File: config.mk
export PLATFORM = sky130hd
export DESIGN_NAME = reg_bank
export DESIGN_NICKNAME = d
export VERILOG_FILES = /design/src/rtl/cpu15_pkg.sv /design/src/rtl/reg_bank_rdport.sv /design/src/rtl/reg_bank.sv
export SDC_FILE = /design/constraint.sdc
export NUM_CORES = 1
export LEC_CHECK = 0
export BUFFER_PORTS_ARGS = -buffer_cell sky130_fd_sc_hd__buf_2
export CAP_MARGIN = 10
export CORE_MARGIN = 2
export CORE_UTILIZATION = 60
export DETAILED_ROUTE_END_ITERATION = 10
export PLACE_DENSITY = 0.87
export SLEW_MARGIN = 10
export SYNTH_ARGS = -nofsm -noshare
export SYNTH_HDL_FRONTEND = slang
export SYNTH_SLANG_ARGS = --single-unit
File: constraint.sdc
create_clock -name CLK -period 4.1 [get_ports CLK]
set_input_delay 0.615 -clock CLK [delete_from_list [all_inputs] [get_ports CLK]]
set_output_delay 0.615 -clock CLK [all_outputs]
set_load 0.1 [all_outputs]
File: src/rtl/cpu15_pkg.sv
// Shared definitions for the cpu15 register bank: default geometry and the
// read-result encoding used by the read ports.
package cpu15_pkg;

  localparam int WIDTH_DEF = 16;
  localparam int DEPTH_DEF = 8;

  typedef enum logic [1:0] {
    RD_NONE  = 2'd0,
    RD_VALID = 2'd1,
    RD_BUSY  = 2'd2,
    RD_ERR   = 2'd3
  } rd_res_e;

  function automatic logic idx_in_range(int idx, int depth);
    return idx < depth;
  endfunction

endpackage

File: src/rtl/reg_bank_rdport.sv
// One registered read port: resolves a request against range, same-edge
// write bypass and the lock bit, then holds the result until the next request.
module reg_bank_rdport
  import cpu15_pkg::*;
#(
  parameter int WIDTH = WIDTH_DEF,
  parameter int DEPTH = DEPTH_DEF,
  parameter int AW    = $clog2(DEPTH)
) (
  input  logic             clk_i,
  input  logic             rst_ni,
  input  logic             rd_en_i,
  input  logic [AW-1:0]    rd_idx_i,
  input  logic             wr_en_i,
  input  logic [AW-1:0]    wr_idx_i,
  input  logic [WIDTH-1:0] wr_data_i,
  input  logic [WIDTH-1:0] rd_data_i,
  input  logic             locked_i,
  output logic [AW-1:0]    n_reg_out_o,
  output logic [WIDTH-1:0] reg_out_o,
  output logic             valid_o,
  output logic             busy_o,
  output logic             err_o
);

  logic [AW-1:0]    idx_q, idx_d;
  logic [WIDTH-1:0] data_q, data_d;
  rd_res_e          res_q, res_d;

  always_comb begin
    res_d  = RD_NONE;
    idx_d  = idx_q;
    data_d = data_q;
    if (rd_en_i) begin
      idx_d = rd_idx_i;
      if (!idx_in_range(int'(rd_idx_i), DEPTH)) begin
        res_d  = RD_ERR;
        data_d = '0;
      end else if (wr_en_i && (wr_idx_i == rd_idx_i)) begin
        // bypass: the write lands on this edge, so the lock is irrelevant
        res_d  = RD_VALID;
        data_d = wr_data_i;
      end else if (locked_i) begin
        res_d  = RD_BUSY;
      end else begin
        res_d  = RD_VALID;
        data_d = rd_data_i;
      end
    end
  end

  always_ff @(posedge clk_i or negedge rst_ni) begin
    if (!rst_ni) begin
      res_q  <= RD_NONE;
      idx_q  <= '0;
      data_q <= '0;
    end else begin
      res_q  <= res_d;
      idx_q  <= idx_d;
      data_q <= data_d;
    end
  end

  assign n_reg_out_o = idx_q;
  assign reg_out_o   = data_q;
  assign valid_o     = (res_q == RD_VALID);
  assign busy_o      = (res_q == RD_BUSY);
  assign err_o       = (res_q == RD_ERR);

endmodule

File: src/rtl/reg_bank.sv
// Register bank with per-register lock bits, one write port, one lock port
// and two independent registered read ports.
module reg_bank
  import cpu15_pkg::*;
#(
  parameter int WIDTH = WIDTH_DEF,
  parameter int DEPTH = DEPTH_DEF,
  parameter int AW    = $clog2(DEPTH)
) (
  input  logic             CLK,
  input  logic             RESET_N,
  input  logic             WR_EN,
  input  logic [AW-1:0]    N_REG_W,
  input  logic [WIDTH-1:0] WR_DATA,
  input  logic             LOCK_EN,
  input  logic [AW-1:0]    N_REG_L,
  input  logic             RD_EN_A,
  input  logic [AW-1:0]    N_REG_A,
  output logic [AW-1:0]    N_REG_OUT_A,
  output logic [WIDTH-1:0] REG_OUT_A,
  output logic             VALID_A,
  output logic             BUSY_A,
  output logic             ERR_A,
  input  logic             RD_EN_B,
  input  logic [AW-1:0]    N_REG_B,
  output logic [AW-1:0]    N_REG_OUT_B,
  output logic [WIDTH-1:0] REG_OUT_B,
  output logic             VALID_B,
  output logic             BUSY_B,
  output logic             ERR_B,
  output logic [DEPTH-1:0] BUSY_MAP
);

  logic [WIDTH-1:0] regs_q [DEPTH];
  logic [WIDTH-1:0] regs_d [DEPTH];
  logic [DEPTH-1:0] lock_q, lock_d;
  logic [DEPTH-1:0] wr_hit, lock_hit;

  // Out-of-range indices match no register, so they are dropped naturally.
  generate
    for (genvar gi = 0; gi < DEPTH; gi++) begin : g_reg
      assign wr_hit[gi]   = WR_EN   && (int'(N_REG_W) == gi);
      assign lock_hit[gi] = LOCK_EN && (int'(N_REG_L) == gi);
      assign regs_d[gi]   = wr_hit[gi] ? WR_DATA : regs_q[gi];
      assign lock_d[gi]   = lock_hit[gi] | (lock_q[gi] & ~wr_hit[gi]);
    end
  endgenerate

  always_ff @(posedge CLK or negedge RESET_N) begin
    if (!RESET_N) begin
      regs_q <= '{default: '0};
      lock_q <= '0;
    end else begin
      regs_q <= regs_d;
      lock_q <= lock_d;
    end
  end

  assign BUSY_MAP = lock_q;

  reg_bank_rdport #(.WIDTH(WIDTH), .DEPTH(DEPTH), .AW(AW)) u_rd_a (
    .clk_i      (CLK),
    .rst_ni     (RESET_N),
    .rd_en_i    (RD_EN_A),
    .rd_idx_i   (N_REG_A),
    .wr_en_i    (WR_EN),
    .wr_idx_i   (N_REG_W),
    .wr_data_i  (WR_DATA),
    .rd_data_i  (regs_q[N_REG_A]),
    .locked_i   (lock_q[N_REG_A]),
    .n_reg_out_o(N_REG_OUT_A),
    .reg_out_o  (REG_OUT_A),
    .valid_o    (VALID_A),
    .busy_o     (BUSY_A),
    .err_o      (ERR_A)
  );

  reg_bank_rdport #(.WIDTH(WIDTH), .DEPTH(DEPTH), .AW(AW)) u_rd_b (
    .clk_i      (CLK),
    .rst_ni     (RESET_N),
    .rd_en_i    (RD_EN_B),
    .rd_idx_i   (N_REG_B),
    .wr_en_i    (WR_EN),
    .wr_idx_i   (N_REG_W),
    .wr_data_i  (WR_DATA),
    .rd_data_i  (regs_q[N_REG_B]),
    .locked_i   (lock_q[N_REG_B]),
    .n_reg_out_o(N_REG_OUT_B),
    .reg_out_o  (REG_OUT_B),
    .valid_o    (VALID_B),
    .busy_o     (BUSY_B),
    .err_o      (ERR_B)
  );

endmodule

==> After elaboration in Yosys (flattened, before gate mapping) <==
Cells that the tools add are included.
W data, S select, Z words.
{ "word_totals": {"regBits": 178, "input_bits": 34, "output_inout_bits": 52, "elab_cells": 111} }
{ "op_classes": {"n_lt_le_gt_ge": 4, "n_eq_ne": 24, "mux": 20, "bitwise_logic": 26, "reduce_logical": 22} }
{ "op_table": {"columns": ["op", "n"], "rows": [
  ["$mux W16", 8],
  ["$bmux W16 S3", 2],
  ["$eq A3 B3 Y1 const B", 8],
  ["$logic_and A1 B1 Y1", 18],
  ["$eq A3 B2 Y1 const B", 4],
  ["$mux W2", 6],
  ["$and A1 B1 Y1", 8],
  ["$eq A2 B2 Y1 const B", 4],
  ["$ge A4 B4 Y1 const B", 2],
  ["$lt A3 B4 Y1 const B", 2],
  ["$not A1 Y1", 8],
  ["$not A3 Y4", 2],
  ["$or A1 B1 Y1", 8],
  ["$bmux W1 S3", 2],
  ["$eq A3 B1 Y1 const B", 2],
  ["$eq A3 B3 Y1", 2],
  ["$logic_not A3 Y1", 2],
  ["$eq A2 B1 Y1 const B", 2],
  ["$ne A2 B2 Y1 const B", 2],
  ["$reduce_and A2 Y1", 2],
  ["$mux W1", 2]
]} }

==> Longest topological paths before layout <==
{ "logic_depth": {"ltp_word": 6, "ltp_mapped": 7} }

==> Cells and area by module <==
From an unflattened synthesis, not the netlist that was laid out.
{ "hier_totals": {"cells_unflattened": 689, "area_unflattened_um2": 10375.0} }
{ "by_module_without_submodules": {"columns": ["mod", "instances", "cells_each", "area_per_inst_um2", "seq_area_each_um2"], "rows": [
  ["reg_bank", 1, 429, 7589.8, 3403.3],
  ["reg_bank_rdport", 2, 130, 1392.6, 525.5]
]} }

==> Worst setup path before layout <==
No wires, ideal clock.
{ "synth_timing": {"path_kind": "reg-to-output", "from": "register u_rd_a.res_q[0]", "to": "output BUSY_A", "t_arrival_ns": 1.706, "t_required_ns": 3.485, "slack_ns": 1.779, "path_stages_with_launch": 2, "n_path_buf": 0, "path_cell_list": "dfrtp_1 -> nor2b_1"} }
{ "synth_between": {"elab_chain_cells": 1} }
{ "synth_rtl": {"columns": ["element", "line", "source"], "rows": [
  ["from (decl)", "reg_bank_rdport.sv:28", "rd_res_e res_q, res_d;"],
  ["from (signal assigned)", "reg_bank_rdport.sv:58", "res_q <= res_d;"],
  ["$eq A2 B2 Y1", "reg_bank_rdport.sv:67", "assign busy_o = (res_q == RD_BUSY);"],
  ["to (decl)", "reg_bank.sv:22", "output logic BUSY_A,"]
]} }
Every way passes these cells.

==> Final worst setup path <==
{ "layout_timing": {"from": "input N_REG_B[1]", "to": "register u_rd_b.data_q[12] (netlist: u_rd_b.reg_out_o[12])"} }
{ "layout_between": {"elab_chain_cells": 6, "word_cells_on_any_way": 12} }
{ "layout_rtl": {"columns": ["element", "line", "source"], "rows": [
  ["from (decl)", "reg_bank.sv:25", "input logic [AW-1:0] N_REG_B,"],
  ["$not A3 Y4 (implied by the code)", "reg_bank.sv:86", ".rd_data_i (regs_q[N_REG_B]),"],
  ["$bmux W16 S3", "reg_bank.sv:86", null],
  ["$mux W16 (implied by the code) (2 in series)", "reg_bank.sv:86", null],
  ["$mux W16", "reg_bank_rdport.sv:43", "end else if (locked_i) begin"],
  ["$mux W16", "reg_bank_rdport.sv:39", "end else if (wr_en_i && (wr_idx_i == rd_idx_i)) begin"],
  ["to (signal assigned)", "reg_bank_rdport.sv:60", "data_q <= data_d;"],
  ["to (decl)", "reg_bank_rdport.sv:27", "logic [WIDTH-1:0] data_q, data_d;"]
]} }
Parallel ways exist; a longest one is shown, timed or not. The select of a mux whose other input is x is not followed.
A chain may end at the register's enable or synchronous reset.

==> key figures <==
Layout
  • Fillcell total: 993
  • Final core utilization: 68.4%
  • Layout cell share with drive strength beyond 1: 43.8%
  • # nets final: 781
  • Area grow syn2layout: 12.2%

Placement
  • Port Buf Inserts: 85
  • Dpl hpwl: 13.8 mm
  • Pre-CTS WS: 1440 ps
  • Final GP Congestion: 0.851

Logic synthesis
  • Ranking of synthesized cells by area: dfrtp_1 48%, mux2_2 16%, mux4_2 13%
  • Post-Syn Nets: 715
  • Commonest cells in the netlist: 178 x dfrtp_1, 134 x mux2_2, 52 x mux4_2
  • EDFF count, synth: 0
  • Synth warnings: 0
  • Syn Inst Count: 681
  • Async SR Flop Fraction: 100%
  • Top-count cell post-synth: dfrtp_1
  • Unique masters post-synth: 33
  • Synth Cell Area: 0.00920 mm^2
  • Top FF cell, synth: dfrtp_1
  • Syn_area_per_cell: 13.5 um^2
  • FF+latch count, synth: 178
  • Biggest area consumer among synthesized cells: dfrtp_1
  • Sequential-to-total area share from yosys stat: 48.4%
  • Top-area cell type share of the netlist area: 48.4%

Timing
  • Setup-failing EPs final: 0
  • Final Slew Violations: 0
  • PnR worst setup slack: 1760 ps
  • Worst slew margin: 45.4%
  • Sum Neg Setup Slack: 0 ps
  • Final Cycle Share: 57.1%
  • Period minus WS final: 2340 ps
  • Clock skew: 6.44 ps
  • RSZ-0062 raised after global routing: false
  • Hold Vio Cnt, Final: 0
  • Fmax: 427 MHz
  • Worst Max-Slew Pin Slew: 817 ps

Global route
  • Pin count of the biggest net entering global routing: 78
  • Gr usage total: 29.2%
  • First-pass GRT wire length: 35.8 mm
  • Number of global-route vias before repair: 6640
  • Initial antenna violation count: 1
  • Grt total ovfl: 0

Drt
  • DRT iter0 DRCs: 663
  • WL final: 23.0 mm
  • Vias per cell: 6.70
  • DRT antenna net count: 0
  • DR DRC count: 0
  • Via total after detailed routing: 6363
  • Wire per inst: 24.3 um
  • TritonRoute pass-1 iters: 5

Clocking
  • Worst-skew pair later-pin latency: 440 ps
  • CTS Root Cell: clkbuf_16
  • Count of hold-fix buffers inserted at cts: 0
  • Reg clk slew, reported paths: 60 ps
  • Worst-case clock buffer depth: 2
  • H-tree Lvls: 4
  • Post-CTS setup buffers: 0
  • PostCTS Resize Cnt: 0
  • TritonCTS buffer count: 17
  • Clk sink count: 178
  • CTS tree: done

Floorplan
  • Initial Utilization: 60.9%
  • Cell Rows: 45
  • Die X: 128 um
  • Die footprint: 0.0163 mm^2
  • Die Height: 128 um
  • Core ar.: 0.0151 mm^2
  • Top-level port count: 86

Setup path
  • WP data arrival: 2640 ps
  • R2r setup slk: 2290 ps
  • Reg-to-Reg End: u_rd_b.reg_out_o[0]$_DFFE_PN0P_
  • CP endpoint kind: flip-flop
  • Kind of critical path: in -> reg
  • Reg2reg path depth: 6
  • Reg2reg start: BUSY_MAP[7]$_DFF_PN0_
  • Crit Path Max Fanout: 23
  • CP Data Required Time: 4400 ps
  • Worst setup SP type: input pin

Power and ir drop
  • Leak pwr: 4.57 nW
  • Worst vdd ir: 0.000355 V
  • Power Density: 654 mW/mm^2

Worst hold path
  • Hold Crit Class: in -> async

Run status
  • Outcome: completed

Flow run
  • Max-cap viol count: 0
cell families after synthesis:
group	share of synthesized area (%)
flip-flops	48.4
multiplexers	34.6
AND/OR/NAND/NOR	6.03
buffers and inverters	4.16
XOR/XNOR	0.572
AO/OA/AOI/OAI	6.21
routing by layer:
layer  wire length [um]  vias up  track usage, %
met5                  0        -               0
met4                901        0            14.7
met3               1710       72            6.76
met2              11500      320            48.1
met1               8940     3308            36.7
li1                   -     2663               -
how the worst max path moves through the flow:
stage	startpoint	end
2_1_floorplan	u_rd_a.res_q[0]$_DFF_PN0_	BUSY_A
3_3_place_gp	N_REG_B[1]	u_rd_b.reg_out_o[1]$_DFFE_PN0P_
3_5_place_dp	N_REG_B[0]	u_rd_b.reg_out_o[14]$_DFFE_PN0P_
4_1_cts	N_REG_B[0]	u_rd_b.reg_out_o[7]$_DFFE_PN0P_
5_1_grt	N_REG_B[0]	u_rd_b.reg_out_o[7]$_DFFE_PN0P_
6_report	N_REG_B[1]	u_rd_b.reg_out_o[12]$_DFFE_PN0P_
placed cells by master, fill, tap and decap left out, types with 2 or more instances in the layout:
master	Yosys	routed
dfrtp_1	178	178
mux2_2	134	134
buf_2	18	84
mux4_2	52	52
mux2i_1	50	50
nand2_1	41	41
o21ai_1	26	26
buf_4	17	21
nor2_1	20	20
nor2b_1	20	20
a21oi_1	18	18
clkbuf_16	0	17
o22ai_1	16	16
o221ai_1	14	14
o21ai_0	10	10
xnor2_1	6	6
inv_1	6	6
clkbuf_8	0	6
nand2b_1	5	5
nand4b_1	3	3
nand4_1	3	3
bufinv_16	0	3
clkinv_2	0	3
nor2b_2	2	2
and4_1	2	2
a22o_1	2	2
o31ai_4	2	2
nor3_2	2	2
o32ai_1	2	2
nor3b_2	2	2
and2_1	2	2
nor4b_1	2	2
clkinv_4	0	2
state kept, by name, indices dropped and copies added, names as in the netlist:
name / count
u_rd_b.res_q: 2
u_rd_b.n_reg_out_o: 3
BUSY_MAP: 8
u_rd_b.reg_out_o: 16
u_rd_a.res_q: 2
u_rd_a.reg_out_o: 16
regs_q: 128
u_rd_a.n_reg_out_o: 3
area by class of cell:
type / count / area (um^2) / area share (%)
Clock buffer: 24 / 512 / 4.96
Inverter: 6 / 22.5 / 0.218
Tap cell: 188 / 235 / 2.28
Timing Repair Buffer: 107 / 609 / 5.91
Sequential cell: 178 / 4450 / 43.2
Clock inverter: 8 / 123 / 1.19
Multi-Input combinational cell: 437 / 4360 / 42.2
Antenna cell: 1 / 2.50 / 0.0243
worst max-delay path: stages:
cell and delay, ps:
buf_2 590, xnor2_1 230, nand4_1 640, o22ai_1 440, o21ai_1 100
report_power, final:
part	internal, mW	switching, mW	total [mW]
combinational	0.739	1.75	2.49
clock	1.06	0.677	1.73
sequential	2.19	0.329	2.52
metrics by stage:
step	power, mW	hold WS [ps]	area [um^2]	instances
global route	6.98	217	10300	948
detailed placement	5.00	472	9680	916
global placement	4.90	462	9680	916
floorplan	4.51	319	9200	681
finish	6.75	168	10300	949
CTS	6.74	195	10300	948
Note: power is estimated with default switching activity, not from simulation.
